--- src/rtl/multicycle_ctrl.sv ---
// Multi-cycle RV32I control FSM: sequences FETCH/DECODE/EXECUTE/MEM/WB and
// drives datapath selects/enables; memory uses req/ack with a bus timeout.
module multicycle_ctrl #(
   parameter int MEM_TIMEOUT = 16
) (
   input  logic        i_clk,
   input  logic        i_reset,
   input  logic [31:0] i_instr,
   input  logic        i_mem_ack,
   input  logic        i_br_eq,
   input  logic        i_br_lt,
   output logic        o_mem_req,
   output logic        o_mem_we,
   output logic        o_addr_sel,
   output logic        o_ir_we,
   output logic        o_pc_we,
   output logic        o_pc_sel,
   output logic        o_br_un,
   output logic [1:0]  o_opa_sel,
   output logic        o_opb_sel,
   output logic [3:0]  o_alu_op,
   output logic        o_rd_wren,
   output logic [1:0]  o_wb_sel,
   output logic        o_trap,
   output logic        o_bus_err,
   output logic [2:0]  o_state
);

   typedef enum logic [2:0] {
      S_FETCH   = 3'd0,
      S_DECODE  = 3'd1,
      S_EXECUTE = 3'd2,
      S_MEM     = 3'd3,
      S_WB      = 3'd4,
      S_TRAP    = 3'd5
   } state_t;

   localparam int CW = (MEM_TIMEOUT > 2) ? $clog2(MEM_TIMEOUT) : 1;
   localparam logic [CW-1:0] CNT_MAX = CW'(MEM_TIMEOUT - 1);

   localparam logic [6:0] OP_R     = 7'b0110011;
   localparam logic [6:0] OP_I     = 7'b0010011;
   localparam logic [6:0] OP_LUI   = 7'b0110111;
   localparam logic [6:0] OP_AUIPC = 7'b0010111;
   localparam logic [6:0] OP_LOAD  = 7'b0000011;
   localparam logic [6:0] OP_STORE = 7'b0100011;
   localparam logic [6:0] OP_BR    = 7'b1100011;
   localparam logic [6:0] OP_JAL   = 7'b1101111;
   localparam logic [6:0] OP_JALR  = 7'b1100111;

   state_t        r_state, w_next;
   logic [CW-1:0] r_cnt;
   logic          r_bus_err;

   logic [6:0] w_opcode, w_f7;
   logic [2:0] w_f3;
   logic       w_is_r, w_is_i, w_is_lui, w_is_auipc, w_is_load, w_is_store;
   logic       w_is_br, w_is_jal, w_is_jalr, w_legal, w_rd_nz, w_taken;
   logic       w_mem_phase, w_timeout;
   logic [1:0] w_opa_sel;
   logic       w_opb_sel;
   logic [3:0] w_alu_op;
   logic       w_unused;

   assign w_opcode   = i_instr[6:0];
   assign w_f3       = i_instr[14:12];
   assign w_f7       = i_instr[31:25];
   assign w_rd_nz    = |i_instr[11:7];
   assign w_unused   = &{1'b0, i_instr[24:15]};

   assign w_is_r     = (w_opcode == OP_R);
   assign w_is_i     = (w_opcode == OP_I);
   assign w_is_lui   = (w_opcode == OP_LUI);
   assign w_is_auipc = (w_opcode == OP_AUIPC);
   assign w_is_load  = (w_opcode == OP_LOAD);
   assign w_is_store = (w_opcode == OP_STORE);
   assign w_is_br    = (w_opcode == OP_BR);
   assign w_is_jal   = (w_opcode == OP_JAL);
   assign w_is_jalr  = (w_opcode == OP_JALR);

   always_comb begin
      w_legal = 1'b0;
      if (w_is_r)
         w_legal = (w_f7 == 7'h00) ||
                   ((w_f7 == 7'h20) && ((w_f3 == 3'b000) || (w_f3 == 3'b101)));
      else if (w_is_i)
         w_legal = ((w_f3 != 3'b001) && (w_f3 != 3'b101)) ||
                   (w_f7 == 7'h00) || (w_f7 == 7'h20);
      else if (w_is_load)
         w_legal = (w_f3 != 3'b011) && (w_f3 != 3'b110) && (w_f3 != 3'b111);
      else if (w_is_store)
         w_legal = (w_f3 <= 3'b010);
      else if (w_is_br)
         w_legal = (w_f3[2:1] != 2'b01);
      else if (w_is_jalr)
         w_legal = (w_f3 == 3'b000);
      else
         w_legal = w_is_lui || w_is_auipc || w_is_jal;
   end

   // Operand/op selection is a pure function of the held instruction, so
   // MEM and WB see the same ALU controls as EXECUTE.
   always_comb begin
      w_opa_sel = 2'b00;
      w_opb_sel = ~w_is_r;
      w_alu_op  = 4'd0;
      if (w_is_lui)
         w_opa_sel = 2'b10;
      else if (w_is_auipc || w_is_br || w_is_jal)
         w_opa_sel = 2'b01;
      if (w_is_r || w_is_i) begin
         case (w_f3)
            3'b000:  w_alu_op = (w_is_r && w_f7[5]) ? 4'd1 : 4'd0;
            3'b001:  w_alu_op = 4'd7;
            3'b010:  w_alu_op = 4'd2;
            3'b011:  w_alu_op = 4'd3;
            3'b100:  w_alu_op = 4'd4;
            3'b101:  w_alu_op = w_f7[5] ? 4'd9 : 4'd8;
            3'b110:  w_alu_op = 4'd5;
            default: w_alu_op = 4'd6;
         endcase
      end
   end

   // funct3[0] inverts the sense: BNE/BGE/BGEU are the complements.
   assign w_taken = w_f3[2] ? (i_br_lt ^ w_f3[0]) : (i_br_eq ^ w_f3[0]);

   assign w_mem_phase = (r_state == S_FETCH) || (r_state == S_MEM);
   assign w_timeout   = w_mem_phase && !i_mem_ack && (r_cnt == CNT_MAX);

   always_ff @(posedge i_clk) begin
      if (i_reset) begin
         r_state   <= S_FETCH;
         r_cnt     <= '0;
         r_bus_err <= 1'b0;
      end else begin
         r_state <= w_next;
         if (w_mem_phase && !i_mem_ack && (w_next == r_state))
            r_cnt <= r_cnt + 1'b1;
         else
            r_cnt <= '0;
         if (w_timeout)
            r_bus_err <= 1'b1;
      end
   end

   always_comb begin
      w_next = r_state;
      case (r_state)
         S_FETCH: begin
            if (i_mem_ack)      w_next = S_DECODE;
            else if (w_timeout) w_next = S_TRAP;
         end
         S_DECODE:
            w_next = w_legal ? S_EXECUTE : S_TRAP;
         S_EXECUTE: begin
            if (w_is_r || w_is_i || w_is_lui || w_is_auipc) w_next = S_WB;
            else if (w_is_load || w_is_store)               w_next = S_MEM;
            else if (w_is_br || w_is_jal || w_is_jalr)      w_next = S_FETCH;
            else                                            w_next = S_TRAP;
         end
         S_MEM: begin
            if (i_mem_ack)      w_next = w_is_load ? S_WB : S_FETCH;
            else if (w_timeout) w_next = S_TRAP;
         end
         S_WB:    w_next = S_FETCH;
         S_TRAP:  w_next = S_TRAP;
         default: w_next = S_TRAP;
      endcase
   end

   always_comb begin
      o_mem_req  = 1'b0;
      o_mem_we   = 1'b0;
      o_addr_sel = 1'b0;
      o_ir_we    = 1'b0;
      o_pc_we    = 1'b0;
      o_pc_sel   = 1'b0;
      o_br_un    = 1'b0;
      o_opa_sel  = 2'b00;
      o_opb_sel  = 1'b0;
      o_alu_op   = 4'd0;
      o_rd_wren  = 1'b0;
      o_wb_sel   = 2'b00;
      o_trap     = 1'b0;
      o_bus_err  = 1'b0;
      o_state    = 3'd0;
      if (!i_reset) begin
         o_state   = r_state;
         o_bus_err = r_bus_err;
         case (r_state)
            S_FETCH: begin
               o_mem_req = 1'b1;
               o_ir_we   = i_mem_ack;
            end
            S_EXECUTE: begin
               o_opa_sel = w_opa_sel;
               o_opb_sel = w_opb_sel;
               o_alu_op  = w_alu_op;
               if (w_is_br) begin
                  o_br_un  = w_f3[1];
                  o_pc_we  = 1'b1;
                  o_pc_sel = w_taken;
               end
               if (w_is_jal || w_is_jalr) begin
                  o_pc_we   = 1'b1;
                  o_pc_sel  = 1'b1;
                  o_rd_wren = w_rd_nz;
                  o_wb_sel  = 2'b10;
               end
            end
            S_MEM: begin
               o_opa_sel  = w_opa_sel;
               o_opb_sel  = w_opb_sel;
               o_alu_op   = w_alu_op;
               o_mem_req  = 1'b1;
               o_addr_sel = 1'b1;
               o_mem_we   = w_is_store;
               o_pc_we    = w_is_store && i_mem_ack;
               o_wb_sel   = w_is_load ? 2'b01 : 2'b00;
            end
            S_WB: begin
               o_opa_sel = w_opa_sel;
               o_opb_sel = w_opb_sel;
               o_alu_op  = w_alu_op;
               o_rd_wren = w_rd_nz;
               o_pc_we   = 1'b1;
               o_wb_sel  = w_is_load ? 2'b01 : 2'b00;
            end
            S_TRAP:  o_trap = 1'b1;
            default: ;
         endcase
      end
   end

endmodule

--- config.mk ---
export PLATFORM = sky130hd
export DESIGN_NAME = multicycle_ctrl
export DESIGN_NICKNAME = d
export VERILOG_FILES = /design/src/rtl/multicycle_ctrl.sv
export SDC_FILE = /design/constraint.sdc
export NUM_CORES = 1
export LEC_CHECK = 0
export ABC_CLOCK_PERIOD_IN_PS = 3800
export CORE_MARGIN = 2
export CORE_UTILIZATION = 40
export DETAILED_ROUTE_END_ITERATION = 12
export PLACE_DENSITY = 0.86
export SYNTH_ARGS = -nofsm -noshare
export SYNTH_HDL_FRONTEND = slang
export SYNTH_SLANG_ARGS = --single-unit
--- constraint.sdc ---
create_clock -name i_clk -period 3.8 [get_ports i_clk]
set_input_delay 0.76 -clock i_clk [delete_from_list [all_inputs] [get_ports i_clk]]
set_output_delay 0.76 -clock i_clk [all_outputs]
set_load 0.01 [all_outputs]
==> Flow_metrics.wiki, run 1 <==
{| class="wikitable"
! Metric !! Value
|-
| Outcome || complete, no violations
|-
| CTS buffer count || 3
|-
| Number of antenna cells inserted || 0
|-
| GRT Overall Usage || 0.231
|-
| Most prevalent standard cell on the critical path || sky130_fd_sc_hd__clkdlybuf4s50_1
|-
| Max-Slew Margin vs Limit || 0.677
|-
| Synthesis-to-finish area growth || 57.6%
|-
| Worst supply voltage drop on vdd || 149 uV
|-
| Clk slew on worst S/H paths || 0.05 ns
|-
| RSZ-0062 raised after global routing || no
|-
| Vertical extent of the die || approximately 53 um
|-
| Vias per cell || 5.64
|-
| DRC Markers || 0
|-
| Worst-Margin Slew || 0.484 ns
|-
| Final layout net count || 229
|-
| Maximum cell stage delay along the critical path || approximately 0.63 ns
|-
| Peak clock frequency supported by timing || 0.275 GHz
|-
| Pleak || 0.550 nW
|-
| Async set-reset flop share out of synthesis || 0
|-
| Number of global-route vias before repair || 1111
|-
| Core Region || 2250 um^2
|-
| I/O pin count || 59
|-
| Worst flop-to-flop path endpoint || r_state[2]
|-
| Summed instance area of the synthesized netlist || 966 um^2
|-
| Final clock period utilization by the worst path || 0.958
|-
| Per-cell routed wire length || 13.4 um
|-
| GR Overflow Total || 0
|-
| Root buffer selected by CTS || sky130_fd_sc_hd__clkbuf_4
|-
| Final setup fails || 0
|-
| Skew final || about 0.00037 ns
|-
| Cell Chain, Critical Path || clkdlybuf4s50_1 -> and4b_2 -> and2_1 -> nand3_1 -> a2111oi_0 -> clkdlybuf4s50_1
|-
| Effective utilization at floorplan || 0.428
|-
| Final wirelength || roughly 2.9 mm
|-
| Max-capacitance violation count || 0
|-
| Pin count of the biggest net entering global routing || 17
|-
| Global-route wire length before repair || 4.82 mm
|-
| Synth Warn # || 0
|-
| Number of routed nets with antenna violations || 0
|-
| Buffer count from post-CTS setup fixing || 0
|-
| X dimension of the die || 53.1 um
|-
| Kind of end point of the critical path || output port
|-
| Setup Crit Path Kind || in2out
|-
| H-tree level count || 1
|-
| Number of max-slew violations in the final report || 0
|-
| Kind of launch point of the worst setup path || input pin
|-
| Clock Latency Late Sink || 0.26 ns
|-
| Weighted congestion reported at the end of routability-driven placement || just under 0.9
|-
| Area of the die || between 2000 and 3000 um^2
|-
| Leading cell types in the layout, fill and taps excluded || 48 x sky130_fd_sc_hd__clkdlybuf4s50_1, 21 x sky130_fd_sc_hd__nor2_1, 10 x sky130_fd_sc_hd__nand2_1
|-
| Hold-fix buffer count after cts || 0
|-
| Worst hold-check path type || reg2reg
|-
| Routed vias || 1224
|-
| DP Wirelength || 2.29 mm
|-
| Antenna violations before repair || 0
|-
| TritonCTS clock tree || yes
|-
| Number of storage elements in the synthesis netlist || 8
|-
| Final period demand of the worst path || 3.64 ns
|-
| Register-to-register setup slack || 2.09 ns
|-
| Count of buffers inserted at the top-level ports || 48
|-
| CP startpoint || i_instr[5]
|-
| Setup TNS || 0 ns
|-
| First-pass DRT Iterations || 4
|-
| Number of standard cells after synthesis || 139
|-
| Startpoint of the most critical register-to-register path || r_state[1]
|-
| DR iter-0 viols || 30
|-
| Mean area per synthesized cell || 6.95 um^2
|-
| Maximum buffer depth of the clock tree || 2
|-
| Worst setup path endpoint || o_rd_wren
|-
| Slowest stage cell on the critical path || sky130_fd_sc_hd__clkdlybuf4s50_1
|-
| Fraction of layout instances using a drive strength above 1 || 0.106
|-
| Worst R2R Path Depth || 5
|-
| Synth cell types || 47
|-
| Fraction of the yosys area taken by sequential cells || 0.166
|-
| Synthesized Nets || 177
|-
| Most frequent standard cell in the layout excluding fill and tap cells || sky130_fd_sc_hd__clkdlybuf4s50_1
|-
| Number of standard-cell rows in the floorplan || 17
|-
| Crit path DAT || 2.88 ns
|-
| Power density over cell area || 200 nW/um^2
|-
| Data required time at the worst endpoint || ~3 ns
|-
| Final core utilization || 0.675
|-
| Number of flops mapped to enable cells by yosys || 0
|-
| Most common flop cell mapped by yosys || sky130_fd_sc_hd__dfxtp_1
|-
| Quantity of gates resized following cts || 0
|-
| Hold violation count in the final report || 0
|-
| Crit Path Max Fanout || 4
|-
| WHS || 0.442 ns
|-
| Clk sink count || 8
|}
-- worst min path at each step --
stage / cells past startpoint / to / from
final: 1 / r_cnt[0] / r_cnt[0]
after global routing: 1 / r_cnt[0] / r_cnt[0]
after CTS: 1 / r_cnt[0] / r_cnt[0]
after detailed placement: 1 / r_cnt[0] / r_cnt[0]
after global placement: 1 / r_cnt[0] / r_cnt[0]
after floorplan: 1 / r_cnt[0] / r_cnt[0]
-- worst max-delay path: cells and delay by family --
family / cells / cell delay (ns)
simple gates: 3 / 0.55
buf+inv: 2 / 1.11
compound gates: 1 / 0.46
-- report_power, final --
| part | leakage [nW] | total, mW | internal [mW] | switching, mW |
|---|---|---|---|---|
| clock network | 0.0138 | 0.0656 | 0.0362 | 0.0294 |
| registers | 0.0651 | 0.109 | 0.0906 | 0.0180 |
| logic | 0.471 | 0.131 | 0.0729 | 0.0581 |
| total | 0.550 | 0.305 | 0.200 | 0.106 |
-- cells in the mapped netlist, types with 2 or more instances --
cell type                   n  area share
sky130_fd_sc_hd__a21oi_1    8       0.041
sky130_fd_sc_hd__a31oi_1    3       0.019
sky130_fd_sc_hd__and3_1     2       0.013
sky130_fd_sc_hd__buf_2      3       0.016
sky130_fd_sc_hd__clkbuf_1   6       0.023
sky130_fd_sc_hd__dfxtp_1    8        0.17
sky130_fd_sc_hd__inv_1      4       0.016
sky130_fd_sc_hd__nand2_1   10       0.039
sky130_fd_sc_hd__nand2b_1   7       0.045
sky130_fd_sc_hd__nand3_1    5       0.026
sky130_fd_sc_hd__nand3b_1   2       0.016
sky130_fd_sc_hd__nand4_1    2       0.013
sky130_fd_sc_hd__nor2_1    21       0.082
sky130_fd_sc_hd__nor2b_1    8       0.052
sky130_fd_sc_hd__nor3_1     3       0.016
sky130_fd_sc_hd__nor4b_1    3       0.027
sky130_fd_sc_hd__o211ai_1   2       0.016
sky130_fd_sc_hd__o21ai_0    4       0.021
sky130_fd_sc_hd__o21ba_2    2       0.021
sky130_fd_sc_hd__o221ai_1   2       0.018
sky130_fd_sc_hd__o32a_1     2       0.021
sky130_fd_sc_hd__or3_1      2       0.013
sky130_fd_sc_hd__or4_1      3       0.023
sky130_fd_sc_hd__xnor2_1    2       0.018
sky130_fd_sc_hd__xor2_1     3       0.027
-- through the flow --
step / instances / instance area [um^2] / power (mW) / worst slack (ns)
finish: 217 / 1520 / 0.305 / 0.161
global route: 217 / 1520 / 0.324 / 0.0393
floorplan: 139 / 966 / 0.176 / 0.908
CTS: 217 / 1520 / 0.308 / 0.161
detailed placement: 214 / 1500 / 0.240 / 0.203
global placement: 214 / 1500 / 0.237 / 0.203
-- per-layer routing --
layer	up-vias	track usage	part of all wire
met5	-	0	0
met4	0	0.0855	0.012
met3	4	0.0339	0.059
met2	45	0.392	0.50
met1	559	0.292	0.43
li1	616	-	-
-- state kept, by name, indices dropped and copies added, names as in the netlist --
| signal | cells |
|---|---|
| r_state | 3 |
| r_cnt | 4 |
| r_bus_err | 1 |
-- cells by family (layout without fill, tap and decap cells) --
family,Yosys count,after routing,share of synthesized area
buffers and inverters,14,64,0.0661
and+or+nand+nor,76,76,0.434
xor gates and xnor gates,5,5,0.0453
muxes,2,2,0.0220
AOI/OAI and AO/OA,33,33,0.254
adders and majority gates,1,1,0.0130
DFF,8,8,0.166
-- layout make-up --
cell class	instances	area [um^2]
timing repair buffer	57	548
sequential	8	160
inverter	4	15.0
clock buffer	3	22.5
fill	201	732
multi-input combinational	117	742
tap	28	35.0
No activity file was read; power rests on OpenSTA's default activity.
==> run 2, diff against run 1 <==
Settings changed: ABC_AREA from default to 1, CORE_MARGIN 2 to default, CORE_UTILIZATION 40 to 43.
==> run 2 against run 1 <==
Effect of this change:
- sequential cell count stayed put
- clock power is 4.1% higher
- maximum frequency is 4.9% higher
- hold slack better by 0.019 ns
- sequential share of layout area is 0.99 points lower
- utilization is 0.29 points higher
- routed wire length is 6.9% lower
- critical path type unchanged
- clock skew is 0.011 ns higher
- worst setup slack better by 0.17 ns
- synthesized cell count is 25% higher
==> Flow_metrics.wiki, run 2 <==
{| class="wikitable"
! Metric !! Value
|-
| Clk slew on worst S/H paths || 0.05 ns (about the same)
|-
| Crit Path Max Fanout || 8 (was 4)
|-
| Placed cells || 253 (was 214)
|-
| Area share of the largest cell type after synthesis || 0.142 (was 0.166)
|-
| Setup TNS || 0 ns (unchanged)
|-
| Skew final || 0.0115 ns (was 0.000372 ns)
|-
| Fraction of layout instances using a drive strength above 1 || 0.230 (was 0.106)
|-
| I/O pin count || 59 (unchanged)
|-
| Number of storage elements in the synthesis netlist || 8 (unchanged)
|-
| Number of global-route vias before repair || 1130 (was 1111)
|-
| Top cell type by total area after synthesis || sky130_fd_sc_hd__dfxtp_1 (unchanged)
|-
| Power density over cell area || 167 nW/um^2 (was 200 nW/um^2)
|-
| Synthesized Nets || 212 (was 177)
|-
| Clock Latency Late Sink || 0.27 ns (was 0.26 ns)
|-
| Largest cells by area after synthesis || sky130_fd_sc_hd__dfxtp_1 14%, sky130_fd_sc_hd__nand2_1 10%, sky130_fd_sc_hd__nor2_1 8.6% (was sky130_fd_sc_hd__dfxtp_1 17%, sky130_fd_sc_hd__nor2_1 8.2%, sky130_fd_sc_hd__nor2b_1 5.2%)
|-
| Vias per cell || 5.03 (was 5.64)
|-
| Final clock period utilization by the worst path || 0.913 (was 0.958)
|-
| Most prevalent standard cell on the critical path || sky130_fd_sc_hd__clkdlybuf4s50_1 (unchanged)
|-
| Cell Chain, Critical Path || clkdlybuf4s50_1 -> inv_4 -> nand2_4 -> nor2_8 -> nand3_1 -> clkinv_1 -> nand2_1 -> a21boi_0 -> o211ai_1 -> inv_1 -> clkdlybuf4s50_1 (was clkdlybuf4s50_1 -> and4b_2 -> and2_1 -> nand3_1 -> a2111oi_0 -> clkdlybuf4s50_1)
|-
| Hold-fix buffer count after cts || 0 (unchanged)
|-
| Buf/Inv on CP || 5 (was 2)
|-
| TritonCTS clock tree || yes (unchanged)
|-
| Leading cell types in the layout, fill and taps excluded || 48 x sky130_fd_sc_hd__clkdlybuf4s50_1, 31 x sky130_fd_sc_hd__nand2_1, 26 x sky130_fd_sc_hd__nor2_1 (was 48 x sky130_fd_sc_hd__clkdlybuf4s50_1, 21 x sky130_fd_sc_hd__nor2_1, 10 x sky130_fd_sc_hd__nand2_1)
|-
| Biggest regs || r_cnt x4, r_state x3, r_bus_err x1 (unchanged)
|-
| Library cell with the highest instance count after synthesis || sky130_fd_sc_hd__nand2_1 (was sky130_fd_sc_hd__nor2_1)
|-
| Final setup fails || 0 (unchanged)
|-
| Routed vias || 1287 (was 1224)
|-
| Number of routed nets with antenna violations || 0 (unchanged)
|-
| Data required time at the worst endpoint || 3.04 ns (about the same)
|-
| Peak clock frequency supported by timing || 0.288 GHz (was 0.275 GHz)
|-
| Final instance area || 1680 um^2 (was 1520 um^2)
|-
| Worst hold-check path type || reg2reg (unchanged)
|-
| CTS buffer count || 3 (unchanged)
|-
| H-tree level count || 1 (unchanged)
|-
| Hold violation count in the final report || 0 (unchanged)
|-
| Synth Warn # || 0 (unchanged)
|-
| Outcome || complete, no violations (unchanged)
|-
| Number of flops mapped to enable cells by yosys || 0 (unchanged)
|-
| Buffer count from post-CTS setup fixing || 0 (unchanged)
|-
| Kind of launch point of the worst setup path || input pin (unchanged)
|-
| Area taken by flip-flops and latches || 160 um^2 (unchanged)
|-
| Global-route wire length before repair || 4.55 mm (was 4.82 mm)
|-
| Most instantiated cells after synthesis || 31 x sky130_fd_sc_hd__nand2_1, 26 x sky130_fd_sc_hd__nor2_1, 15 x sky130_fd_sc_hd__inv_1 (was 21 x sky130_fd_sc_hd__nor2_1, 10 x sky130_fd_sc_hd__nand2_1, 8 x sky130_fd_sc_hd__a21oi_1, 8 x sky130_fd_sc_hd__dfxtp_1, 8 x sky130_fd_sc_hd__nor2b_1)
|-
| Fraction of the yosys area taken by sequential cells || 0.142 (was 0.166)
|-
| GRT Overall Usage || 0.215 (was 0.231)
|-
| Setup Crit Path Kind || in2out (unchanged)
|-
| Number of standard cells after synthesis || 174 (was 139)
|-
| Effective utilization at floorplan || 0.456 (was 0.428)
|-
| DP Wirelength || 2.28 mm (was 2.29 mm)
|-
| Worst supply voltage drop on vdd || 209 uV (was 149 uV)
|-
| Core Region || 2480 um^2 (was 2250 um^2)
|-
| Final layout net count || 266 (was 229)
|-
| Hold Startpoint || r_cnt[0] (unchanged)
|-
| CP startpoint || i_instr[2] (was i_instr[5])
|-
| Max-Slew Margin vs Limit || 0.721 (was 0.677)
|-
| Clk sink count || 8 (unchanged)
|-
| Count of buffers inserted at the top-level ports || 48 (unchanged)
|-
| Pleak || 0.699 nW (was 0.550 nW)
|-
| Most flop-heavy register || r_cnt (unchanged)
|-
| Area of combinational cells with multiple inputs || 853 um^2 (was 742 um^2)
|-
| Weighted congestion reported at the end of routability-driven placement || 0.818 (was 0.891)
|-
| Worst-Margin Slew || 0.416 ns (was 0.484 ns)
|-
| Standard cell area after detailed placement || 1660 um^2 (was 1500 um^2)
|-
| Vertical extent of the die || 53.2 um (was 53.1 um)
|-
| WHS || 0.461 ns (was 0.442 ns)
|-
| Final wirelength || 2.70 mm (was 2.90 mm)
|-
| Max FFs per register || 4 (unchanged)
|-
| Root buffer selected by CTS || sky130_fd_sc_hd__clkbuf_4 (unchanged)
|-
| Slowest stage cell on the critical path || sky130_fd_sc_hd__clkdlybuf4s50_1 (unchanged)
|-
| Synth cell types || 38 (was 47)
|-
| Per-cell routed wire length || 10.6 um (was 13.4 um)
|-
| Synthesis-to-finish area growth || 48.9% (was 57.6%)
|-
| Count of non-filler cells in the finished layout || 256 (was 217)
|-
| RSZ-0062 raised after global routing || no (unchanged)
|-
| DR iter-0 viols || 11 (was 30)
|-
| First-pass DRT Iterations || 4 (unchanged)
|-
| Kind of end point of the critical path || output port (unchanged)
|-
| Number of standard-cell rows in the floorplan || 18 (was 17)
|-
| DRC Markers || 0 (unchanged)
|-
| Quantity of gates resized following cts || 0 (unchanged)
|-
| Summed instance area of the synthesized netlist || 1130 um^2 (was 966 um^2)
|-
| Most frequent standard cell in the layout excluding fill and tap cells || sky130_fd_sc_hd__clkdlybuf4s50_1 (unchanged)
|-
| Max-capacitance violation count || 0 (unchanged)
|-
| Number of fillers in the final layout || 229 (was 201)
|-
| Maximum cell stage delay along the critical path || 0.52 ns (was 0.63 ns)
|-
| Mean area per synthesized cell || 6.49 um^2 (was 6.95 um^2)
|-
| Final period demand of the worst path || 3.47 ns (was 3.64 ns)
|-
| X dimension of the die || 53.2 um (was 53.1 um)
|-
| Antenna violations before repair || 0 (unchanged)
|-
| Most common flop cell mapped by yosys || sky130_fd_sc_hd__dfxtp_1 (unchanged)
|-
| Async set-reset flop share out of synthesis || 0 (unchanged)
|-
| Startpoint of the most critical register-to-register path || r_cnt[0] (was r_state[1])
|-
| Number of antenna cells inserted || 0 (unchanged)
|-
| Crit path DAT || 2.71 ns (was 2.88 ns)
|-
| GR Overflow Total || 0 (unchanged)
|-
| Area of the die || 2830 um^2 (was 2820 um^2)
|-
| Cell family contributing the most delay on the critical path || buffers and inverters (unchanged)
|-
| Maximum buffer depth of the clock tree || 2 (unchanged)
|-
| Number of max-slew violations in the final report || 0 (unchanged)
|-
| Pin count of the biggest net entering global routing || 11 (was 17)
|}
[run 2: cell types whose count changed after synthesis, sizes merged, moves of 3 or more]
cell | before | now
buf | 4 | 0
clkbuf | 6 | 1
inv | 4 | 28
nand2 | 11 | 37
nand2b | 7 | 0
nand3 | 5 | 21
nor2 | 21 | 35
nor2b | 8 | 0
nor3 | 3 | 10
nor4b | 3 | 0
or4 | 3 | 0
[run 2: layer usage]
layer | up-vias | global-route usage | wire length, um
met5 | - | 0 | 0
met4 | 0 | 0.0351 | 10
met3 | 2 | 0.0431 | 129
met2 | 36 | 0.365 | 1280
met1 | 566 | 0.281 | 1280
li1 | 683 | - | -
[run 2: worst register-to-register path: stages (launching register included)]
cell and delay (ns):
sky130_fd_sc_hd__dfxtp_1 0.36, sky130_fd_sc_hd__ha_1 0.19, sky130_fd_sc_hd__nand3_1 0.10, sky130_fd_sc_hd__nor2_1 0.10
sky130_fd_sc_hd__nand2_1 0.10, sky130_fd_sc_hd__nor2_2 0.13, sky130_fd_sc_hd__inv_2 0.06, sky130_fd_sc_hd__and3_1 0.18
sky130_fd_sc_hd__a31oi_1 0.15
[run 2: logic make-up (layout without fill, tap and decap cells)]
family	Yosys count	in the layout	synth area share
AO/OA/AOI/OAI	22	22	0.145
AND/OR/NAND/NOR	110	110	0.576
XOR/XNOR	3	3	0.0233
flip-flops	8	8	0.142
adder cells (fa/ha/maj)	1	1	0.0111
buffers and inverters	30	82	0.102
[run 2: worst paths after layout]
path                       to  slack (ns)  cells after the start
setup reg to reg   r_state[2]        2.37                      8
hold reg to reg      r_cnt[0]        0.46                      1
hold / removal       r_cnt[0]        0.46                      1
setup / recovery  o_alu_op[0]        0.33                     11
[run 2: cell type report]
class	instances	share of cell area
flip-flops and latches	8	0.0953
multi-input cells	136	0.508
inverters	29	0.0663
repair buffers	50	0.295
clock buffers	3	0.0134
well taps	30	0.0223
[run 2: per-stage QoR]
| step | utilization | total power [mW] | setup WS (ns) |
|---|---|---|---|
| global route | 0.678 | 0.302 | 0.186 |
| detailed placement | 0.669 | 0.214 | 0.334 |
| finish | 0.678 | 0.281 | 0.330 |
| floorplan | - | 0.158 | 1.46 |
| CTS | 0.678 | 0.284 | 0.327 |
| global placement | 0.669 | 0.213 | 0.331 |
[run 2: report_power, final]
part	switching (mW)	internal, mW
logic	0.0644	0.0555
clock network	0.0320	0.0363
registers	0.00437	0.0880
total	0.101	0.180
